**src/rtl/hazard_pkg.sv**
```systemverilog
// Shared encodings for the pipeline hazard controller: forward selects,
// the load ResultSrc code and the memory-wait FSM states.
package hazard_pkg;

  localparam logic [1:0] FWD_RF  = 2'b00;
  localparam logic [1:0] FWD_WB  = 2'b01;
  localparam logic [1:0] FWD_MEM = 2'b10;

  localparam logic [1:0] RESULT_SRC_LOAD = 2'b01;

  typedef enum logic [1:0] {
    IDLE = 2'b00,
    WAIT = 2'b01,
    ERR  = 2'b10
  } mem_state_t;

endpackage

```
**src/rtl/hazard_fwd_unit.sv**
```systemverilog
// One operand's forwarding select: the newest producer (Memory) wins over
// Writeback; x0 is never forwarded.
module hazard_fwd_unit
  import hazard_pkg::*;
(
  input  logic [4:0] rs_e,
  input  logic [4:0] rd_m,
  input  logic [4:0] rd_w,
  input  logic       reg_write_m,
  input  logic       reg_write_w,
  output logic [1:0] fwd_sel
);

  always_comb begin
    fwd_sel = FWD_RF;
    if (reg_write_m && (rd_m != 5'd0) && (rd_m == rs_e)) begin
      fwd_sel = FWD_MEM;
    end else if (reg_write_w && (rd_w != 5'd0) && (rd_w == rs_e)) begin
      fwd_sel = FWD_WB;
    end
  end

endmodule

```
**src/rtl/hazard_ctrl.sv**
```systemverilog
// Hazard / sequencing controller for the 5-stage core: forwarding, load-use,
// branch flush and a bounded memory-wait freeze. Build option: HAZARD_PERF_EN.
module hazard_ctrl
  import hazard_pkg::*;
#(
  parameter int MEM_TIMEOUT = 16,
  parameter int CNT_W       = 32
) (
  input  logic             clk,
  input  logic             reset,
  input  logic [4:0]       rs1_d,
  input  logic [4:0]       rs2_d,
  input  logic [4:0]       rs1_e,
  input  logic [4:0]       rs2_e,
  input  logic [4:0]       rd_e,
  input  logic [4:0]       rd_m,
  input  logic [4:0]       rd_w,
  input  logic [1:0]       result_src_e,
  input  logic             reg_write_m,
  input  logic             reg_write_w,
  input  logic             pc_src_e,
  input  logic             mem_req_m,
  input  logic             mem_ready,
  output logic [1:0]       forward_ae,
  output logic [1:0]       forward_be,
  output logic             stall_f,
  output logic             stall_d,
  output logic             stall_e,
  output logic             stall_m,
  output logic             flush_d,
  output logic             flush_e,
  output logic             flush_w,
  output logic             mem_error,
  output logic [CNT_W-1:0] stall_cnt,
  output logic [CNT_W-1:0] flush_cnt,
  output logic [CNT_W-1:0] memwait_cnt
);

  localparam int TMR_W = $clog2(MEM_TIMEOUT + 1);
  localparam logic [TMR_W-1:0] TMR_MAX = TMR_W'(MEM_TIMEOUT);

  logic [1:0] fwd_a;
  logic [1:0] fwd_b;
  logic       lw_stall;
  logic       mem_stall;

  mem_state_t       state_q, state_d;
  logic [TMR_W-1:0] timer_q, timer_d;
  logic             mem_error_q, mem_error_d;

  hazard_fwd_unit u_fwd_a (
    .rs_e        (rs1_e),
    .rd_m        (rd_m),
    .rd_w        (rd_w),
    .reg_write_m (reg_write_m),
    .reg_write_w (reg_write_w),
    .fwd_sel     (fwd_a)
  );

  hazard_fwd_unit u_fwd_b (
    .rs_e        (rs2_e),
    .rd_m        (rd_m),
    .rd_w        (rd_w),
    .reg_write_m (reg_write_m),
    .reg_write_w (reg_write_w),
    .fwd_sel     (fwd_b)
  );

  assign lw_stall = (result_src_e == RESULT_SRC_LOAD) && (rd_e != 5'd0) &&
                    ((rd_e == rs1_d) || (rd_e == rs2_d));

  // The ready cycle itself still stalls; W captures the data on the next edge.
  always_comb begin
    state_d     = state_q;
    timer_d     = timer_q;
    mem_error_d = mem_error_q;
    mem_stall   = 1'b0;
    case (state_q)
      IDLE: begin
        timer_d = '0;
        if (mem_req_m && !mem_ready) begin
          mem_stall = 1'b1;
          state_d   = WAIT;
          timer_d   = TMR_W'(1);
        end
      end
      WAIT: begin
        if (mem_ready) begin
          mem_stall = 1'b1;
          state_d   = IDLE;
          timer_d   = '0;
        end else if (timer_q < TMR_MAX) begin
          mem_stall = 1'b1;
          timer_d   = timer_q + TMR_W'(1);
        end else begin
          state_d     = ERR;
          timer_d     = '0;
          mem_error_d = 1'b1;
        end
      end
      ERR: begin
        state_d = IDLE;
        timer_d = '0;
      end
      default: begin
        state_d = IDLE;
        timer_d = '0;
      end
    endcase
  end

  always_ff @(posedge clk or negedge reset) begin
    if (!reset) begin
      state_q     <= IDLE;
      timer_q     <= '0;
      mem_error_q <= 1'b0;
    end else begin
      state_q     <= state_d;
      timer_q     <= timer_d;
      mem_error_q <= mem_error_d;
    end
  end

  // Outputs are forced quiet while reset is held, even though they are combinational.
  always_comb begin
    forward_ae = FWD_RF;
    forward_be = FWD_RF;
    stall_f    = 1'b0;
    stall_d    = 1'b0;
    stall_e    = 1'b0;
    stall_m    = 1'b0;
    flush_d    = 1'b0;
    flush_e    = 1'b0;
    flush_w    = 1'b0;
    if (reset) begin
      forward_ae = fwd_a;
      forward_be = fwd_b;
      stall_f    = mem_stall || (lw_stall && !pc_src_e);
      stall_d    = mem_stall || (lw_stall && !pc_src_e);
      stall_e    = mem_stall;
      stall_m    = mem_stall;
      flush_w    = mem_stall;
      flush_d    = !mem_stall && pc_src_e;
      flush_e    = !mem_stall && (pc_src_e || lw_stall);
    end
  end

  assign mem_error = mem_error_q;

`ifdef HAZARD_PERF_EN
  logic [2:0]         cnt_hit;
  logic [3*CNT_W-1:0] cnt_flat;

  // flush_e is already masked by mem_stall, so it counts non-frozen flushes only.
  assign cnt_hit = {reset && mem_stall, flush_e, stall_f};

  for (genvar gi = 0; gi < 3; gi++) begin : g_cnt
    logic [CNT_W-1:0] cnt_q, cnt_d;

    always_comb begin
      cnt_d = cnt_q;
      if (cnt_hit[gi] && (cnt_q != {CNT_W{1'b1}})) begin
        cnt_d = cnt_q + CNT_W'(1);
      end
    end

    always_ff @(posedge clk or negedge reset) begin
      if (!reset) begin
        cnt_q <= '0;
      end else begin
        cnt_q <= cnt_d;
      end
    end

    assign cnt_flat[gi*CNT_W +: CNT_W] = cnt_q;
  end

  assign stall_cnt   = cnt_flat[0*CNT_W +: CNT_W];
  assign flush_cnt   = cnt_flat[1*CNT_W +: CNT_W];
  assign memwait_cnt = cnt_flat[2*CNT_W +: CNT_W];
`else
  assign stall_cnt   = '0;
  assign flush_cnt   = '0;
  assign memwait_cnt = '0;
`endif

endmodule

```
**config.mk**
```make
export PLATFORM = sky130hd
export DESIGN_NAME = hazard_ctrl
export DESIGN_NICKNAME = d
export VERILOG_FILES = /design/src/rtl/hazard_pkg.sv /design/src/rtl/hazard_fwd_unit.sv /design/src/rtl/hazard_ctrl.sv
export SDC_FILE = /design/constraint.sdc
export NUM_CORES = 1
export LEC_CHECK = 0
export ABC_AREA = 1
export CAP_MARGIN = 20
export CORE_MARGIN = 2
export CORE_UTILIZATION = 34
export DETAILED_ROUTE_END_ITERATION = 6
export PLACE_DENSITY = 0.89
export SYNTH_ARGS = -nofsm -noshare
export SYNTH_HDL_FRONTEND = slang
export SYNTH_SLANG_ARGS = --single-unit
```
**constraint.sdc**
```tcl
create_clock -name clk -period 2.4 [get_ports clk]
set_input_delay 0.48 -clock clk [delete_from_list [all_inputs] [get_ports clk]]
set_output_delay 0.48 -clock clk [all_outputs]
set_load 0.02 [all_outputs]
```
==> flow_metrics.env, run 1 <==
export IMPL_maxSlewViolCount=0
export IMPL_period_share_pct=95.9
export IMPL_grt_max_degree=9
export IMPL_drive_gt1_share_pct=6.89
export IMPL_placed_cell_area_sq_mm=0.00189
export IMPL_synth_edf_count=0
export IMPL_p_leak_nw=1.14
export IMPL_grt_pass1_wl_um=4380
export IMPL_grt_usage_pct=9.97
export IMPL_grt_setup_unrepaired="true"
export IMPL_p_clk_share_pct=24.2
export IMPL_grt_pass1_vias=1098
export IMPL_min_path_cells=1
export IMPL_critPathArrivalTime_ns=1.82
export IMPL_crit_type="in2out"
export IMPL_dp_slack_ns=-0.372
export IMPL_cts_buffer_depth=2
export IMPL_crit_path_end_kind="output port"
export IMPL_outcome="completed"
export IMPL_seq_area_frac_synth_pct=12.3
export IMPL_synth_cells=248
export IMPL_start_util_pct=34.8
export IMPL_drtIter0Drc=29
export IMPL_hold_start="state_q[1]"
export IMPL_r2r_slack_ns=1.42
export IMPL_overflow=0
export IMPL_syn_area_sq_mm=0.00163
export IMPL_drc=0
export IMPL_synth_area_leaders="buf_4, dfrtp_1, nand2_1, xor2_1, nor2_1"
export IMPL_n_fill_cell=506
export IMPL_whs_endpoint="state_q[1]"
export IMPL_cp_slowest_cell="clkdlybuf4s50_1"
export IMPL_hpwl_um=2750
export IMPL_cap_violations=0
export IMPL_powerDensity_mw_per_mm2=338
export IMPL_share_comb_of_total_power_pct=53.5
export IMPL_postRouteAntennaNets=0
export IMPL_dr_pass1_iters=4
export IMPL_postCtsSetupRepairBufs=0
export IMPL_p_sw_mw=0.281
export IMPL_min_period_ns=2.30
export IMPL_io_pins=152
export IMPL_final_area_sq_mm=0.00189
export IMPL_antenna_found_initial=0
export IMPL_reg2reg_depth=4
export IMPL_synth_ff_latch_count=8
export IMPL_intPower_mw=0.360
export IMPL_synth_common_cells="buf_4, nand2_1, nor2_1"
export IMPL_p_seq_share_pct=22.3
export IMPL_regArea_sq_um=200
export IMPL_clock_sinks=8
export IMPL_vias=1346
export IMPL_ys_flop_type="dfrtp_1"
export IMPL_syn2layout_area_growth_pct=15.9
export IMPL_avgSynthCellArea_sq_um=6.58
export IMPL_clkTransAtPathRegs_ns=0.04
export IMPL_drt_total_wl_um=3110
export IMPL_tns_ns=0
export IMPL_n_antenna_cell=0
export IMPL_netlist_cell_type_count=22
export IMPL_worst_ep_required_time_ns=1.92
export IMPL_synth_most_common_cell="buf_4"
export IMPL_synth_area_leader_cell="buf_4"
export IMPL_place_congestion=0.896
export IMPL_crit_path_cell_trace="clkdlybuf4s50_1 -> xnor2_1 -> o21ai_0 -> nor3_1 -> nand3_1 -> nor2_1 -> buf_2"
export IMPL_row_count=25
export IMPL_fp_dieW_um=73.3
export IMPL_switching_share_pct=43.8
export IMPL_async_flop_share_pct=100
export IMPL_whs_ns=0.471
export IMPL_skew_ns=0.000499
export IMPL_clk_latency_ns=0.22
export IMPL_portBuffers=55
export IMPL_multi_input_area_sq_um=945
export IMPL_cts_htree_levels=1
export IMPL_fmax_ghz=0.434
export IMPL_drt_wirelength_per_cell_um=8.65
export IMPL_layout_nets=352
export IMPL_timing_rr_end="timer_q[2]"
export IMPL_rr_startpoint="timer_q[0]"
export IMPL_cts_root_buf="clkbuf_8"
export IMPL_cts_buffers_inserted=3
export IMPL_yosysWarnings=0
export IMPL_core_area_sq_mm=0.00469
export IMPL_start_kind="primary input"
export IMPL_via_per_inst=3.75
export IMPL_crit_path_max_fanout=4
export IMPL_dieArea_sq_mm=0.00537
export IMPL_cts_tree="built"
export IMPL_min_delay_path_class="reg2reg"
export IMPL_max_stage_delay_ns=0.54
export IMPL_fin_ws_ns=0.0981
export IMPL_synth_top_area_share_pct=45.5
export IMPL_dieHeight_um=73.3
export IMPL_hold_viol=0
export IMPL_final_setup_viol_count=0
export IMPL_ir_drop_mv=0.267
[how the worst max path moves through the flow]
| stage | cells past startpoint | endpoint | slack (ns) | startpoint |
|---|---|---|---|---|
| CTS | 7 | forward_ae[0] | 0.00006 | rd_w[4] |
| global route | 10 | stall_d | -0.002 | rd_e[3] |
| finish | 7 | forward_be[0] | 0.1 | rd_w[2] |
| floorplan | 9 | stall_f | 0.58 | rd_e[3] |
| global placement | 10 | stall_f | -0.35 | rd_e[4] |
| detailed placement | 10 | stall_d | -0.37 | rd_e[0] |
[per-stage QoR]
stage                     total power, mW  cells  util (%)
after CTS                           0.644    359      40.5
final                               0.641    359      40.3
after detailed placement            0.493    356      40.2
after floorplan                     0.491    343         -
after global routing                0.687    359      40.3
after global placement              0.489    356      40.2
[sequential cells by signal (all words and copies together) (netlist names)]
signal     cells
timer_q        5
mem_error      1
state_q        2
[cells in the final DEF, fill, tap and decap left out, drive strengths merged]
cell type	Yosys	layout
a21oi	3	3
buf	99	7
clkbuf	0	9
clkdlybuf4s15	0	1
clkdlybuf4s50	0	40
conb	1	96
dfrtp	8	8
dlymetal6s2s	0	4
ha	1	1
inv	27	27
nand2	37	37
nand3	8	8
nand3b	1	1
nand4	1	1
nor2	27	27
nor2b	1	1
nor3	6	6
o21ai	7	7
or2	1	1
xnor2	7	7
xor2	13	13
[per-layer routing]
| metal | wire (um) | track usage (%) | up-vias |
|---|---|---|---|
| met5 | 0 | 0 | - |
| li1 | - | - | 666 |
| met2 | 1640 | 19.1 | 85 |
| met1 | 1150 | 11.0 | 591 |
| met3 | 287 | 1.51 | 4 |
| met4 | 29 | 3.43 | 0 |
[logic make-up (layout without fill, tap and decap cells)]
logic type	Yosys count	count (layout)	synth area share (%)
compound gates	10	10	3.52
simple gates	82	82	20.8
fa+ha+maj	1	1	0.766
xor+xnor	20	20	10.7
buf+inv	126	88	51.7
other cells	1	96	0.230
flops	8	8	12.3
[power by group through the flow]
stage,Combinational [mW],Sequential (mW),Clock [mW]
floorplan,0.347,0.144,0
global placement,0.344,0.145,0
detailed placement,0.348,0.145,0
finish,0.343,0.143,0.155
global route,0.375,0.143,0.168
CTS,0.341,0.143,0.160
[critical path, delay by kind of cell]
kind	cells	cell delay (ns)
buf+inv	2	0.72
simple gates	3	0.38
xor+xnor	1	0.13
compound gates	1	0.12
[final cells by class]
class,count,area share [%]
multi-input combinational,209,49.9
timing repair buffer,58,28.4
sequential,8,10.6
inverter,27,5.35
tap,54,3.57
clock buffer,3,2.18
[repair_timing]
item                                    CTS  global route
endpoints found under the setup margin   11            11
pin swaps                                 0             1
hold endpoints to repair                  0             0
gates resized for setup                  24            18
hold buffers                              0             0
Power figures use the tool's default switching activity.
==> run 2, diff against run 1 <==
--- a/config.mk
+++ b/config.mk
@@ -11,6 +11,7 @@
 export CORE_UTILIZATION = 34
 export DETAILED_ROUTE_END_ITERATION = 6
 export PLACE_DENSITY = 0.89
+export SLEW_MARGIN = 0
 export SYNTH_ARGS = -nofsm -noshare
 export SYNTH_HDL_FRONTEND = slang
 export SYNTH_SLANG_ARGS = --single-unit
==> results of run 2 <==
Final layout, timing and power as in run 1 (identical DEF).
